### config.mk
export PLATFORM = sky130hd
export DESIGN_NAME = output_packer
export DESIGN_NICKNAME = d
export VERILOG_FILES = /design/src/rtl/output_packer_pkg.sv /design/src/rtl/output_packer.sv
export SDC_FILE = /design/constraint.sdc
export NUM_CORES = 1
export LEC_CHECK = 0
export CAP_MARGIN = 20
export CORE_UTILIZATION = 52
export CTS_CLUSTER_DIAMETER = 80
export DETAILED_ROUTE_END_ITERATION = 6
export PLACE_DENSITY_LB_ADDON = 0.3
export SLEW_MARGIN = 20
export SYNTH_ARGS = -nofsm -noshare
export SYNTH_HDL_FRONTEND = slang
export SYNTH_SLANG_ARGS = --single-unit
### constraint.sdc
create_clock -name clk -period 3.17 [get_ports clk]
set_clock_uncertainty 0.15 [all_clocks]
set_input_delay 0.317 -clock clk [delete_from_list [all_inputs] [get_ports clk]]
set_output_delay 0.317 -clock clk [all_outputs]
set_load 0.01 [all_outputs]
### src/rtl/output_packer_pkg.sv
// -----------------------------------------------------------------------------
// output_packer_pkg
// Shared definitions for the output packer (and the output scaler that feeds
// it): FSM state encoding, default lane geometry and helpers that derive the
// beat width and the number of beats packed into one bus word.
// -----------------------------------------------------------------------------
package output_packer_pkg;

  typedef enum logic [1:0] {
    IDLE  = 2'd0,
    PACK  = 2'd1,
    DRAIN = 2'd2,
    DONE  = 2'd3
  } state_t;

  localparam int unsigned DEF_NUM_ELEMENTS = 4;
  localparam int unsigned DEF_OUTPUT_WIDTH = 8;

  function automatic int unsigned beat_width(input int unsigned num_el,
                                             input int unsigned out_w);
    return num_el * out_w;
  endfunction

  function automatic int unsigned beats_per_word(input int unsigned bus_w,
                                                 input int unsigned num_el,
                                                 input int unsigned out_w);
    return bus_w / (num_el * out_w);
  endfunction

endpackage

### src/rtl/output_packer.sv
// -----------------------------------------------------------------------------
// output_packer
// Accepts beats of numElements x outputWidth activations over a valid/ready
// handshake, packs BPW beats per busWidth-bit word and writes the words to the
// activation buffer at consecutive addresses starting at a per-tile base.
// A partial final word is zero-filled and flushed when the tile ends.
//
// Optional feature: define OUTPUT_PACKER_STRB_EN to add wr_strb_o, byte
// enables covering only the slots that hold a valid beat.
//
// States:
//   IDLE  | waiting for start_i
//   PACK  | accepting beats, filling and emitting words
//   DRAIN | last beat taken, waiting for the final write to complete
//   DONE  | one-cycle done_o pulse
//
// Ports:
//   clk, nrst              clock, async active-low reset
//   start_i                one-cycle tile start
//   base_addr_i            first write address (sampled on start_i)
//   num_beats_i            beats in tile (sampled on start_i)
//   in_valid_i/in_ready_o  beat handshake, y_i beat data
//   wr_en_o/wr_ready_i     write handshake, wr_addr_o/wr_data_o write payload
//   wr_strb_o              byte enables (OUTPUT_PACKER_STRB_EN only)
//   busy_o                 tile in progress
//   done_o                 tile-complete pulse
// -----------------------------------------------------------------------------
module output_packer
  import output_packer_pkg::*;
#(
  parameter int unsigned numElements    = DEF_NUM_ELEMENTS,
  parameter int unsigned outputWidth    = DEF_OUTPUT_WIDTH,
  parameter int unsigned busWidth       = 64,
  parameter int unsigned addrWidth      = 10,
  parameter int unsigned beatCountWidth = 16
) (
  input  logic                                            clk,
  input  logic                                            nrst,
  input  logic                                            start_i,
  input  logic [addrWidth-1:0]                            base_addr_i,
  input  logic [beatCountWidth-1:0]                       num_beats_i,
  input  logic                                            in_valid_i,
  output logic                                            in_ready_o,
  input  logic signed [numElements-1:0][outputWidth-1:0]  y_i,
  output logic                                            wr_en_o,
  input  logic                                            wr_ready_i,
  output logic [addrWidth-1:0]                            wr_addr_o,
  output logic [busWidth-1:0]                             wr_data_o,
`ifdef OUTPUT_PACKER_STRB_EN
  output logic [busWidth/8-1:0]                           wr_strb_o,
`endif
  output logic                                            busy_o,
  output logic                                            done_o
);

  localparam int unsigned BEAT_W = beat_width(numElements, outputWidth);
  localparam int unsigned BPW    = beats_per_word(busWidth, numElements, outputWidth);
  localparam int unsigned SLOT_W = (BPW > 1) ? $clog2(BPW) : 1;

  state_t                    state_q, state_d;
  logic [SLOT_W-1:0]         slot_q;
  logic [beatCountWidth-1:0] beats_left_q;
  logic [addrWidth-1:0]      addr_q;
  logic [busWidth-1:0]       word_q, word_next;
  logic [busWidth-1:0]       wr_data_q;
  logic                      wr_en_q;
  logic                      accept, last_beat, flush, wr_done;

  assign accept    = in_valid_i && in_ready_o;
  assign last_beat = (beats_left_q == beatCountWidth'(1));
  assign flush     = accept && ((slot_q == SLOT_W'(BPW - 1)) || last_beat);
  assign wr_done   = wr_en_q && wr_ready_i;

  // ---------------------------------------------------------------------------
  // FSM
  // ---------------------------------------------------------------------------
  always_ff @(posedge clk or negedge nrst) begin
    if (!nrst) state_q <= IDLE;
    else       state_q <= state_d;
  end

  always_comb begin
    state_d    = state_q;
    in_ready_o = 1'b0;
    done_o     = 1'b0;
    busy_o     = (state_q != IDLE);
    case (state_q)
      IDLE: begin
        if (start_i) state_d = (num_beats_i == '0) ? DONE : PACK;
      end
      PACK: begin
        // A word may be loaded in the same cycle the pending one is accepted.
        in_ready_o = !wr_en_q || wr_ready_i;
        if (in_valid_i && in_ready_o && last_beat) state_d = DRAIN;
      end
      DRAIN: begin
        if (wr_done) state_d = DONE;
      end
      DONE: begin
        done_o  = 1'b1;
        state_d = IDLE;
      end
      default: state_d = IDLE;
    endcase
  end

  // ---------------------------------------------------------------------------
  // Word assembly: drop the beat into the current slot. word_q is cleared on
  // every flush, so unused upper slots of a partial word stay zero.
  // ---------------------------------------------------------------------------
  always_comb begin
    word_next = word_q;
    for (int k = 0; k < int'(BPW); k++) begin
      if (slot_q == SLOT_W'(k)) word_next[k*BEAT_W +: BEAT_W] = y_i;
    end
  end

`ifdef OUTPUT_PACKER_STRB_EN
  localparam int unsigned SLOT_BYTES = BEAT_W / 8;

  logic [busWidth/8-1:0] strb_next, strb_q;

  always_comb begin
    strb_next = '0;
    for (int k = 0; k < int'(BPW); k++) begin
      if (SLOT_W'(k) <= slot_q) strb_next[k*SLOT_BYTES +: SLOT_BYTES] = '1;
    end
  end

  always_ff @(posedge clk or negedge nrst) begin
    if (!nrst)      strb_q <= '0;
    else if (flush) strb_q <= strb_next;
  end

  assign wr_strb_o = strb_q;
`endif

  // ---------------------------------------------------------------------------
  // Datapath: slot counter, beat counter, address counter, write register
  // ---------------------------------------------------------------------------
  always_ff @(posedge clk or negedge nrst) begin
    if (!nrst) begin
      slot_q       <= '0;
      beats_left_q <= '0;
      addr_q       <= '0;
      word_q       <= '0;
      wr_data_q    <= '0;
      wr_en_q      <= 1'b0;
    end else begin
      if (state_q == IDLE && start_i) begin
        addr_q       <= base_addr_i;
        beats_left_q <= num_beats_i;
        slot_q       <= '0;
        word_q       <= '0;
      end

      if (wr_done) begin
        addr_q  <= addr_q + addrWidth'(1);
        wr_en_q <= 1'b0;
      end

      // A flush overrides the wr_en clear above so back-to-back words stream.
      if (accept) begin
        beats_left_q <= beats_left_q - beatCountWidth'(1);
        if (flush) begin
          wr_data_q <= word_next;
          wr_en_q   <= 1'b1;
          word_q    <= '0;
          slot_q    <= '0;
        end else begin
          word_q <= word_next;
          slot_q <= slot_q + SLOT_W'(1);
        end
      end
    end
  end

  assign wr_en_o   = wr_en_q;
  assign wr_addr_o = addr_q;
  assign wr_data_o = wr_data_q;

endmodule

### Word-level counts from Yosys, hierarchy flattened

Cells that the tools add are included.
Widths: inputs -> output; s select.

* register bits: 158
* input port bits: 63
* output and inout bits: 78
* logic and storage cells: 55

* add/sub/neg operators: 3
* eq/ne operators: 7
* mux-type cells: 22
* reductions and logical operators: 16

Operator list (number)
* $mux 64: 3
* $mux 32: 2
* $mux 16: 2
* $mux 10: 2
* $eq 16x1->1 const B: 1
* $logic_not 16->1: 1
* $sub 16x1->16 const B: 1
* $add 10x1->10 const B: 1
* $mux 1: 8
* $mux 2: 4
* $pmux 2 s4: 1
* $logic_and 1x1->1: 6
* $ne 2x2->1 const B: 3
* $reduce_bool 2->1: 3
* $eq 2x2->1 const B: 2
* $reduce_and 3->1: 1
* $eq 2x1->1 const B: 1
* $logic_not 2->1: 1
* $logic_or 1x1->1: 2
* $reduce_and 2->1: 1
* $add 1x1->1 const B: 1
* $logic_not 1->1: 1

### Logic depth before layout (Yosys ltp)

* depth in word-level cells: 7
* gate-level depth with buffers: 9
* depth with buffers taken out: 7

### Worst setup path before layout

Ideal clock, no wire load.

* path kind: register -> register
* start point: reg beats_left_q[4]
* end point: reg beats_left_q[10]
* library setup time: 0.124 ns
* data arrival time: 1.922 ns
* setup slack: 0.974 ns
* stages on the path, launching flop included: 7
* cell sequence: dfrtp_1 or3_1 buf_6 or2_4 or3_4 and3_2 a211o_1

* longest elaborated chain between the ends: 2

Ends and longest elaborated chain
* from (decl): RTL line output_packer.sv:62 `logic [beatCountWidth-1:0] beats_left_q;`
* from (signal assigned): RTL line output_packer.sv:152 `beats_left_q <= num_beats_i;`
* from (signal assigned): RTL line output_packer.sv:164 `beats_left_q <= beats_left_q - beatCountWidth'(1);`
* $sub 16x1->16: RTL line output_packer.sv:164
* $mux 16: RTL line output_packer.sv:163 `if (accept) begin`

No other way between the ends.
A chain may end at the register's enable or synchronous reset.

### Worst setup path after layout

* start point: reg beats_left_q[4]
* end point: reg word_q[60]

* longest elaborated chain between the ends: 5

Ends and longest elaborated chain
* $eq 16x1->1: RTL line output_packer.sv:70 `assign last_beat = (beats_left_q == beatCountWidth'(1));`
* $logic_or 1x1->1: RTL line output_packer.sv:71 `assign flush = accept && ((slot_q == SLOT_W'(BPW - 1)) || last_beat);`
* $logic_and 1x1->1: RTL line output_packer.sv:71
* $mux 64: RTL line output_packer.sv:165 `if (flush) begin`
* $mux 64: RTL line output_packer.sv:163
* to (signal assigned): RTL line output_packer.sv:171 `word_q <= word_next;`
* to (decl): RTL line output_packer.sv:64 `logic [busWidth-1:0] word_q, word_next;`

No other way between the ends.

==> summary.md <==
| Metric | Value |
|---|---|
| Yosys reg bits | `around 160` |
| Synth top cells by count | `dfrtp_1, o21ai_0, mux2i_1` |
| Vias in the first global route | `5741` |
| First-pass GRT wire length | `29.04 mm` |
| Cells after synthesis | `between 600 and 700` |
| WL/cell | `18.44 um` |
| Grt total ovfl | `0` |
| Die Ht | `roughly 120 um` |
| Clock power frac | `47.0%` |
| Die width | `118.3 um` |
| Fin cells | `960` |
| Share of layout cells above drive strength 1 | `8.418%` |
| Post-layout minimum cycle time | `3001 ps` |
| Placement row count | `42` |
| CTS clk-pin slew, worst paths | `60 ps` |
| Ant diodes | `0` |
| Pint | `between 3 and 4 mW` |
| WL final | `around 18 mm` |
| Root Buffer | `clkbuf_16` |
| Clk_lat worst skew | `420 ps` |
| Synthesized area per cell | `about 11 sq um` |
| 1st-iter DRT viols | `513` |
| NetSw | `approximately 900 uW` |
| Outcome | `finished clean` |
| Seq/Total Area, Yosys | `roughly 56%` |
| FMAX | `~0.33 GHz` |
| Slowest stage delay, CP | `roughly 800 ps` |
| First-pass DRT Iterations | `5` |
| Crit Path Max Fanout | `22` |
| Final Hold Viols | `0` |
| Syn nets | `slightly above 700` |
| Total core area | `around 0.013 sq mm` |
| Clock tree buffer depth | `2` |
| Total CTS buffers | `17` |
| Flop pwr share | `between 40% and 50%` |
| RSZ-0062 raised after global routing | `false` |
| Largest net degree at the start of global routing | `between 70 and 80` |
| Fin Setup TNS | `0 ps` |
| # DRC | `0` |
| Critical path's slowest cell | `nor2_2` |
| I/O pin cnt | `between 100 and 150` |
| Final period utilization | `94.66%` |
| Pwr dens | `~450 mW/mm^2` |
| Asr flop ratio synth | `between 90% and 100%` |
| Worst setup EP type | `register` |
| Vias per cell | `between 5 and 6` |
| Post-synth EDFFs | `0` |
| Cell area after synthesis | `roughly 0.0070 sq mm` |
| Final Max Tran Viols | `0` |
| Initial Util | `53.30%` |
| Total GRT Usage | `26.64%` |
| Power Total | `4.100 mW` |
| Max cap viols | `0` |
| Startpoint types | `register` |
| Worst-margin pin slew | `about 1000 ps` |
| Worst reg2reg path depth | `6` |
| Leak pwr | `between 3 and 4 nW` |
| Synth Flop Type | `dfrtp_1` |
| Placed insts | `around 930` |
| CTS tree | `yes` |
| Final net count | `about 840` |
| Detail Placement HPWL | `between 10 and 15 mm` |
| CP required | `approximately 3300 ps` |
| Kind of critical path | `register to register` |
| Vias | `between 5k and 6k` |
| Slew margin rel. | `between 30% and 40%` |
| Cell variety after synth | `between 50 and 60` |
| Share of the synthesized area in the top cell type | `approximately 56%` |
| Yosys warning count | `0` |
| Die area | `0.01399 sq mm` |
| GP Congestion | `a little under 0.9` |
| Initial antenna violation count | `0` |
| Largest area contributor in the netlist | `dfrtp_1` |
| Clock sinks | `158` |
| DRT antenna net count | `0` |
| Count leader, synth | `dfrtp_1` |
| Sw frac | `22.01%` |
| Arrival @ worst endpoint | `3150 ps` |
| Largest cells by area after synthesis | `dfrtp_1, mux2i_1, o21ai_0` |
| I/O Buffers | `140` |
| Layout area overhead | `30.81%` |
| Hold crit path type | `input port to async pin` |
| Combinational Power Share | `about 3.8%` |
| Final setup vio count | `0` |
| Peak VDD IR | `around 0.35 mV` |
| CP cell instances | `or3_1 -> nor4_4 -> a211oi_4 -> nor2_2 -> buf_4 -> nor2b_1` |
| Post-cts sizing count | `0` |
| Fill cells | `between 900 and 1k` |
| CTS H-tree lvls | `4` |
-- power by group through the flow --
stage	sequential, mW	clock (mW)	combinational (mW)
finish	2.02	1.93	0.157
global route	2.02	2.03	0.172
CTS	2.02	1.95	0.159
detailed placement	2.05	0	0.157
global placement	2.05	0	0.154
floorplan	2.05	0	0.0130
-- critical path: cells and delay by family (launching register included) --
kind	cells	cell delay [ps]
compound gates	1	120
buf+inv	1	320
flops	1	400
simple gates	4	1890
-- per-layer routing --
metal	vias up	routed length (um)	part of all wire (%)	global-route usage, %
li1	2575	-	-	-
met1	2868	7630	43	35.88
met2	228	8674	49	42.87
met3	35	1084	6.1	5.309
met4	0	308	1.7	9.776
met5	-	0	0	0
-- placed cells by master (no fill, tap or decap), types with 9 or more instances in the layout --
cell	synthesis	layout
a21oi_1	14	13
a22o_1	32	32
buf_4	0	12
clkbuf_16	0	17
clkdlybuf4s50_1	0	139
dfrtp_1	158	157
inv_1	10	10
mux2i_1	65	65
nand2_1	22	22
nor2_1	29	28
nor2b_1	32	32
nor3_1	9	9
o21ai_0	91	91
o21ai_1	49	49
-- state kept, by name (all words and copies together), names as in the netlist --
register	flops
beats_left_q	16
slot_q	1
state_q	2
word_q	64
wr_addr_o	10
wr_data_o	64
wr_en_o	1
-- through the flow --
step                      worst slack, ps  util (%)  cell area (sq um)  hold slack (ps)
final                               169.4     69.72               9196            325.2
after floorplan                     974.4         -               7030           -128.6
after global routing                31.35     69.72               9196            343.7
after global placement              277.1     65.43               8631            236.4
after detailed placement            179.7     65.43               8631            245.3
after CTS                           126.2     69.72               9196            326.4
-- final cells by class --
cell class                      count  area (sq um)  share of cell area [%]
Sequential cell                   158          3958                   43.03
Multi-Input combinational cell    428          2863                   31.13
Timing Repair Buffer              156          1563                   16.99
Clock buffer                       19         442.9                   4.816
Tap cell                          176         220.2                   2.395
Clock inverter                     13         112.6                   1.224
Inverter                           10         37.54                  0.4082
-- worst paths after layout --
| check | start | end | slack, ps |
|---|---|---|---|
| max | beats_left_q[4] | word_q[60] | 170 |
| min | nrst | wr_addr_o[8] | 330 |
| max reg2reg | beats_left_q[4] | word_q[60] | 170 |
| min reg2reg | wr_addr_o[9] | wr_addr_o[9] | 340 |
| max in group asynchronous | nrst | word_q[21] | 1700 |
| min in group clk | base_addr_i[1] | wr_addr_o[1] | 340 |
-- timing repair --
action,in CTS,in global routing
hold buffers,1,0
buffers inserted,0,0
endpoints found under the setup margin,0,0
endpoints found under the hold margin,75,0
-- logic make-up (layout without fill, tap and decap cells) --
kind of cell	after synthesis	after routing	share of synthesized area, %
AO/OA/AOI/OAI	220	220	18.94
flip-flops	158	158	56.24
AND/OR/NAND/NOR	135	135	10.48
multiplexers	65	65	9.254
buffers and inverters	55	198	3.666
adder cells (fa/ha/maj)	8	8	1.424
Note: power is estimated with default switching activity, not from simulation.
